**src/rtl/crossbar_rsp_return_if.sv**
```systemverilog
// Bank-side and lane-side handshake bundle of the crossbar response return path.
// The slave modport is the crossbar's view; the master modport drives banks and lane readies.
interface crossbar_rsp_return_if #(
    parameter int NUM_LANES = 4,
    parameter int NUM_BANKS = 4,
    parameter int DATA_W    = 64,
    parameter int LANE_ID_W = 2,
    parameter int BANK_ID_W = 2
);
    logic [NUM_BANKS-1:0]           bank_rsp_valid;
    logic [NUM_BANKS*LANE_ID_W-1:0] bank_rsp_lane;
    logic [NUM_BANKS*DATA_W-1:0]    bank_rsp_data;
    logic [NUM_BANKS-1:0]           bank_rsp_ready;
    logic [NUM_LANES-1:0]           lane_rsp_valid;
    logic [NUM_LANES*DATA_W-1:0]    lane_rsp_data;
    logic [NUM_LANES*BANK_ID_W-1:0] lane_rsp_bank;
    logic [NUM_LANES-1:0]           lane_rsp_ready;

    modport slave (
        input  bank_rsp_valid, bank_rsp_lane, bank_rsp_data, lane_rsp_ready,
        output bank_rsp_ready, lane_rsp_valid, lane_rsp_data, lane_rsp_bank
    );

    modport master (
        output bank_rsp_valid, bank_rsp_lane, bank_rsp_data, lane_rsp_ready,
        input  bank_rsp_ready, lane_rsp_valid, lane_rsp_data, lane_rsp_bank
    );
endinterface

```
**src/rtl/crossbar_rsp_return.sv**
```systemverilog
// Routes tagged bank read responses to per-lane output registers with per-lane round-robin arbitration.
// Optional per-bank stall counters are enabled by defining XBAR_RSP_STALL_CNT_EN.
module crossbar_rsp_return #(
    parameter int NUM_LANES = 4,
    parameter int NUM_BANKS = 4,
    parameter int DATA_W    = 64,
    parameter int LANE_ID_W = (NUM_LANES > 1) ? $clog2(NUM_LANES) : 1,
    parameter int BANK_ID_W = (NUM_BANKS > 1) ? $clog2(NUM_BANKS) : 1
) (
    input  logic                  clk,
    input  logic                  reset,
    crossbar_rsp_return_if.slave  bus,
    output logic                  lane_id_err
`ifdef XBAR_RSP_STALL_CNT_EN
    ,
    output logic [NUM_BANKS*16-1:0] stall_cnt
`endif
);

    logic [LANE_ID_W-1:0] bank_lane [NUM_BANKS];
    logic [NUM_BANKS-1:0] oor;
    logic [NUM_BANKS-1:0] lane_grant [NUM_LANES];
    logic [NUM_BANKS-1:0] grant_any;
    logic                 err_q, err_d;

    for (genvar gi = 0; gi < NUM_BANKS; gi++) begin : g_bank
        assign bank_lane[gi] = bus.bank_rsp_lane[gi*LANE_ID_W +: LANE_ID_W];
        // Out-of-range tags only exist when the tag width can encode more than NUM_LANES.
        if ((1 << LANE_ID_W) > NUM_LANES) begin : g_oor
            assign oor[gi] = bus.bank_rsp_valid[gi] && (bank_lane[gi] >= LANE_ID_W'(NUM_LANES));
        end else begin : g_no_oor
            assign oor[gi] = 1'b0;
        end
    end

    for (genvar gi = 0; gi < NUM_LANES; gi++) begin : g_lane
        logic [NUM_BANKS-1:0] req;
        logic [NUM_BANKS-1:0] req_rot;
        logic [NUM_BANKS-1:0] grant_oh;
        logic                 can_load;
        logic                 grant_vld;
        logic [BANK_ID_W-1:0] grant_idx;
        logic [BANK_ID_W-1:0] ptr_q, ptr_d;
        logic [BANK_ID_W-1:0] bank_q, bank_d;
        logic [DATA_W-1:0]    data_q, data_d;
        logic                 valid_q, valid_d;

        always_comb begin
            req = '0;
            for (int b = 0; b < NUM_BANKS; b++) begin
                req[b] = bus.bank_rsp_valid[b] && (bank_lane[b] == LANE_ID_W'(gi));
            end
        end

        assign can_load = !valid_q || bus.lane_rsp_ready[gi];
        // Rotating by the pointer turns the cyclic search into a lowest-bit-first search.
        assign req_rot  = NUM_BANKS'({req, req} >> ptr_q);

        always_comb begin
            int sel;
            sel       = 0;
            grant_idx = '0;
            for (int off = NUM_BANKS - 1; off >= 0; off--) begin
                if (req_rot[off]) begin
                    sel = int'(ptr_q) + off;
                    if (sel >= NUM_BANKS) sel = sel - NUM_BANKS;
                    grant_idx = BANK_ID_W'(sel);
                end
            end
            grant_vld = (|req) && can_load && !reset;
        end

        assign grant_oh = grant_vld ? (NUM_BANKS'(1) << grant_idx) : '0;

        always_comb begin
            valid_d = valid_q;
            data_d  = data_q;
            bank_d  = bank_q;
            ptr_d   = ptr_q;
            if (grant_vld) begin
                valid_d = 1'b1;
                data_d  = bus.bank_rsp_data[int'(grant_idx)*DATA_W +: DATA_W];
                bank_d  = grant_idx;
                ptr_d   = (grant_idx == BANK_ID_W'(NUM_BANKS - 1)) ? '0 : grant_idx + BANK_ID_W'(1);
            end else if (valid_q && bus.lane_rsp_ready[gi]) begin
                valid_d = 1'b0;
            end
        end

        always_ff @(posedge clk or posedge reset) begin
            if (reset) begin
                valid_q <= 1'b0;
                data_q  <= '0;
                bank_q  <= '0;
                ptr_q   <= '0;
            end else begin
                valid_q <= valid_d;
                data_q  <= data_d;
                bank_q  <= bank_d;
                ptr_q   <= ptr_d;
            end
        end

        assign lane_grant[gi]                                  = grant_oh;
        assign bus.lane_rsp_valid[gi]                          = valid_q;
        assign bus.lane_rsp_data[gi*DATA_W +: DATA_W]          = data_q;
        assign bus.lane_rsp_bank[gi*BANK_ID_W +: BANK_ID_W]    = bank_q;
    end

    always_comb begin
        grant_any = '0;
        for (int l = 0; l < NUM_LANES; l++) begin
            grant_any = grant_any | lane_grant[l];
        end
    end

    // Out-of-range responses are accepted so the bank is never blocked by a bad tag.
    assign bus.bank_rsp_ready = reset ? '0 : (grant_any | oor);

    assign err_d = err_q | (|oor);

    always_ff @(posedge clk or posedge reset) begin
        if (reset) err_q <= 1'b0;
        else       err_q <= err_d;
    end

    assign lane_id_err = err_q;

`ifdef XBAR_RSP_STALL_CNT_EN
    for (genvar gi = 0; gi < NUM_BANKS; gi++) begin : g_stall
        logic [15:0] cnt_q, cnt_d;

        always_comb begin
            cnt_d = cnt_q;
            if (bus.bank_rsp_valid[gi] && !bus.bank_rsp_ready[gi] && (cnt_q != 16'hFFFF)) begin
                cnt_d = cnt_q + 16'd1;
            end
        end

        always_ff @(posedge clk or posedge reset) begin
            if (reset) cnt_q <= '0;
            else       cnt_q <= cnt_d;
        end

        assign stall_cnt[gi*16 +: 16] = cnt_q;
    end
`endif

endmodule
```
**src/flat_wrapper.sv**
```systemverilog
// flat-port wrapper written by rule: the top's interface ports become plain ports
module crossbar_rsp_return_flat 
#(
    parameter int NUM_LANES = 4,
    parameter int NUM_BANKS = 4,
    parameter int DATA_W    = 64,
    parameter int LANE_ID_W = (NUM_LANES > 1) ? $clog2(NUM_LANES) : 1,
    parameter int BANK_ID_W = (NUM_BANKS > 1) ? $clog2(NUM_BANKS) : 1
)
  (clk, reset, lane_id_err, bus_bank_rsp_valid, bus_bank_rsp_lane, bus_bank_rsp_data, bus_lane_rsp_ready, bus_bank_rsp_ready, bus_lane_rsp_valid, bus_lane_rsp_data, bus_lane_rsp_bank);
  crossbar_rsp_return_if #(.NUM_LANES(NUM_LANES), .NUM_BANKS(NUM_BANKS), .DATA_W(DATA_W), .LANE_ID_W(LANE_ID_W), .BANK_ID_W(BANK_ID_W)) bus_i ();
  input  logic clk;
  input  logic reset;
  output logic lane_id_err;
  input wire logic [$bits(bus_i.bank_rsp_valid)-1:0] bus_bank_rsp_valid;
  input wire logic [$bits(bus_i.bank_rsp_lane)-1:0] bus_bank_rsp_lane;
  input wire logic [$bits(bus_i.bank_rsp_data)-1:0] bus_bank_rsp_data;
  input wire logic [$bits(bus_i.lane_rsp_ready)-1:0] bus_lane_rsp_ready;
  output wire logic [$bits(bus_i.bank_rsp_ready)-1:0] bus_bank_rsp_ready;
  output wire logic [$bits(bus_i.lane_rsp_valid)-1:0] bus_lane_rsp_valid;
  output wire logic [$bits(bus_i.lane_rsp_data)-1:0] bus_lane_rsp_data;
  output wire logic [$bits(bus_i.lane_rsp_bank)-1:0] bus_lane_rsp_bank;
  assign bus_i.bank_rsp_valid = bus_bank_rsp_valid;
  assign bus_i.bank_rsp_lane = bus_bank_rsp_lane;
  assign bus_i.bank_rsp_data = bus_bank_rsp_data;
  assign bus_i.lane_rsp_ready = bus_lane_rsp_ready;
  assign bus_bank_rsp_ready = bus_i.bank_rsp_ready;
  assign bus_lane_rsp_valid = bus_i.lane_rsp_valid;
  assign bus_lane_rsp_data = bus_i.lane_rsp_data;
  assign bus_lane_rsp_bank = bus_i.lane_rsp_bank;
  crossbar_rsp_return #(.NUM_LANES(NUM_LANES), .NUM_BANKS(NUM_BANKS), .DATA_W(DATA_W), .LANE_ID_W(LANE_ID_W), .BANK_ID_W(BANK_ID_W)) u_core (.clk(clk), .reset(reset), .bus(bus_i), .lane_id_err(lane_id_err));
endmodule
```
**config.mk**
```make
export PLATFORM = sky130hd
export DESIGN_NAME = crossbar_rsp_return_flat
export DESIGN_NICKNAME = d
export VERILOG_FILES = /design/src/rtl/crossbar_rsp_return_if.sv /design/src/rtl/crossbar_rsp_return.sv /design/src/flat_wrapper.sv
export SDC_FILE = /design/constraint.sdc
export NUM_CORES = 1
export LEC_CHECK = 0
export CELL_PAD_IN_SITES_DETAIL_PLACEMENT = 1
export CELL_PAD_IN_SITES_GLOBAL_PLACEMENT = 2
export CORE_MARGIN = 5
export CORE_UTILIZATION = 31
export CTS_BUF_LIST = sky130_fd_sc_hd__clkbuf_16
export DETAILED_ROUTE_END_ITERATION = 8
export PLACE_DENSITY_LB_ADDON = 0.1
export SYNTH_ARGS = -nofsm -noshare
export SYNTH_HDL_FRONTEND = slang
export SYNTH_SLANG_ARGS = --single-unit
```
**constraint.sdc**
```tcl
create_clock -name clk -period 30.1 [get_ports clk]
set_input_delay 6.02 -clock clk [delete_from_list [all_inputs] [get_ports clk]]
set_output_delay 6.02 -clock clk [all_outputs]
set_load 0.01 [all_outputs]
```
==> results.yml <==
grt:
  globalRoute.totalOverflow: 0
  number_of_global_route_vias_before_repair: 21000
  grt_first_pass_wirelength_um: 143000
  grt_antenna_before_repair: 11
  grt_start_max_net_pins: 171
  gr-usage-all-layers: 0.287
sta:
  setup_slack_ns: 12.85
  hold_violations: 0
  tightest_slew_ns: 1.18
  drv_slew: 0
  setup_tns_ns: 0
  finalCritPeriodShare: 0.573
  final.setup_skew_ns: 0.0213
  setup-violations-final: 0
  grt_setup_unrepaired: "false"
  maxSlewHeadroom: 0.212
  period_minus_slack_ns: 17.25
  max_clock_freq_ghz: 0.0580
outcome:
  run_status: "completed"
detailed_routing:
  antenna_left: 0
  drt_wl_total_um: 97700
  drt_iter0_markers: 1298
  detail_route.first_pass.iterations: 7
  post-route-drc-count: 0
  drt-vias-per-instance: 6.15
  route.detailed.wl_per_inst_um: 30.7
  dr_total_vias: 19600
floorplanning:
  dieArea_mm2: 0.0648
  core.rowCount: 89
  initial_core_util: 0.314
  die_w_um: 255
  core-area_mm2: 0.0591
  die_height_um: 255
  design.portCount: 547
logic_synthesis:
  ffs_latches_synth: 276
  synth.cells.most_frequent: "sky130_fd_sc_hd__a211oi_1, sky130_fd_sc_hd__mux2i_1, sky130_fd_sc_hd__dfrtp_1"
  syn_nets: 2286
  cell_types_with_the_largest_area_share_after_synthesis: "sky130_fd_sc_hd__dfrtp_1, sky130_fd_sc_hd__mux2i_1, sky130_fd_sc_hd__a211oi_1, sky130_fd_sc_hd__a2111oi_0, sky130_fd_sc_hd__nor2_1"
  post_synth_inst_count: 2005
  post_synth_edffs: 0
  synth-warning-count: 0
  synthesis.area_mm2: 0.0185
  yosysTopAreaCell: "sky130_fd_sc_hd__dfrtp_1"
  synthDistinctLibCells: 52
  synth_flop_cell: "sky130_fd_sc_hd__dfrtp_1"
  postSynth.asyncResetShare: 1.00
  synth-seq-area-share: 0.372
  synthDominantCellAreaShare: 0.372
  postSynthAreaPerCell_um2: 9.25
critical_path:
  required_ns: 24.08
  worst-path-max-fanout: 65
  worstSetupEndpointType: "output port"
  worst-r2r-setup-slack_ns: 25.93
  worst_ep_arrival_time_ns: 11.23
  crit_path_start_kind: "primary input"
  most_frequent_cell_on_critical_path: "sky130_fd_sc_hd__clkdlybuf4s50_1"
  worstSetupPathType: "in2out"
  crit_path_max_incr_delay_ns: 0.80
  timing.critical_path.cells: "clkdlybuf4s50_1 -> or3b_2 -> nand2b_4 -> nand3_4 -> inv_2 -> buf_4 -> ha_1 -> a22oi_1 -> nand2_1 -> clkdlybuf4s50_1"
  critical-path-slowest-cell: "sky130_fd_sc_hd__nand2b_4"
placement:
  place.gp.congestion: 0.817
  detailed_place_hpwl_um: 61700
  port_bufs: 545
  preCtsSetupSlack_ns: 12.96
  total_cell_area_at_the_placement_stage_mm2: 0.0244
clocking:
  cts_buffer_depth: 3
  clock_latency_ns: 0.56
  htreeDepth: 2
  postCtsSetupBuffers: 0
  cts_hold_buf: 0
  clk_root_buffer_cell: "sky130_fd_sc_hd__clkbuf_16"
  cts_num_sinks: 276
  cts_repair_resize_count: 0
  clkSlewWorstSetupHoldPaths_ns: 0.05
  tritoncts: "done"
  cts-buffers-inserted: 38
power:
  pwr_density_cell_mw_per_mm2: 64.1
  comb_power_share: 0.396
  p_total_uw: 1640
  share_seq_of_total_power: 0.336
  power.switching_fraction: 0.368
  p_sw_uw: 602
  leakagePower_uw: 0.00985
  p_int_uw: 1030
  ir_drop_mv: 0.0447
  clockPowerShare: 0.268
final_layout:
  share_of_cells_above_drive_strength_1: 0.0400
  area_growth_pct: 37.7
  layout.cell_area.non_filler_mm2: 0.0255
  net_total_in_the_final_layout: 2656
  fill_cells: 6650
flow_run:
  number_of_maximum_capacitance_constraint_violations: 0
hold_path:
  classification_of_the_worst_slack_hold_path: "reg2reg"
==> through the flow <==
stage           util  instances  hold WS (ns)
3_5_place_dp   0.412       3108         0.474
6_report       0.432       3184         0.485
4_1_cts        0.432       3176         0.487
2_1_floorplan      -       2005         0.463
5_1_grt        0.432       3180         0.509
3_3_place_gp   0.412       3108         0.464
==> power groups by stage <==
stage                     registers, µW  logic (µW)  clock network [µW]
final                               549         649                 439
after global placement              551         642                   0
after global routing                561         689                 462
after detailed placement            554         651                   0
after CTS                           549         654                 448
after floorplan                     585         223                   0
==> path summary, 6_finish.rpt <==
| check | start | endpoint | depth (start not counted) |
|---|---|---|---|
| setup / recovery | bus_bank_rsp_valid[3] | bus_bank_rsp_ready[3] | 10 |
| setup reg to reg | u_core.g_lane[0].ptr_q[1] | u_core.g_lane[0].data_q[6] | 7 |
| hold reg to reg | u_core.g_lane[1].bank_q[1] | u_core.g_lane[1].bank_q[1] | 2 |
| min in group asynchronous | reset | u_core.g_lane[3].valid_q | 2 |
| hold / removal | u_core.g_lane[1].bank_q[1] | u_core.g_lane[1].bank_q[1] | 2 |
| max in group asynchronous | reset | u_core.g_lane[1].data_q[8] | 3 |
==> layout by cell type (no fill, tap or decap), drive strengths merged, types with 5 or more instances in the layout <==
cell type and instances:
a21o 5, o21ai 13, dfrtp 276, inv 153, clkbuf 41, ha 7, mux2i 321, or3b 5
nand3 6, a211oi 321, nand3b 8, clkinv 13, nor2 193, o221ai 66, clkdlybuf4s50 545, buf 17
and2 7, diode 8, nand2 96, a2111oi 192, nand2b 5, a31oi 64
==> cells by family after synthesis <==
group / share of synthesized area
AOI/OAI and AO/OA: 0.289
muxes: 0.173
adders and majority gates: 0.00472
buffers and inverters: 0.0809
DFF: 0.372
other: 0.000202
and+or+nand+nor: 0.0798
==> worst max-delay path: cells and delay by family <==
| family | cells | cell delay (ns) |
|---|---|---|
| AND/OR/NAND/NOR | 4 | 2.33 |
| buffers and inverters | 4 | 2.47 |
| adder cells (fa/ha/maj) | 1 | 0.26 |
| AO/OA/AOI/OAI | 1 | 0.07 |
==> state kept, by name, summed over array words and instances (netlist names) <==
register,flops
u_core.g_lane.data_q,256
u_core.g_lane.bank_q,8
u_core.g_lane.ptr_q,8
u_core.g_lane.valid_q,4
==> area by class of cell <==
| class | count | area (µm²) | share of cell area |
|---|---|---|---|
| multi-input cells | 1357 | 10400 | 0.405 |
| flip-flops and latches | 276 | 6910 | 0.270 |
| repair buffers | 562 | 5600 | 0.219 |
| clock buffers | 41 | 1030 | 0.0402 |
| well taps | 773 | 967 | 0.0379 |
| inverters | 140 | 536 | 0.0210 |
| clock inverters | 27 | 131 | 0.00514 |
| diodes | 8 | 20.0 | 0.000784 |
==> metal layers <==
metal  part of all wire  up-vias  track usage
li1                   -     8496            -
met1               0.42    10100        0.371
met2               0.48      769        0.487
met3              0.065      166       0.0595
met4              0.031        6       0.0899
met5            0.00039        -            0
Power figures use the tool's default switching activity.
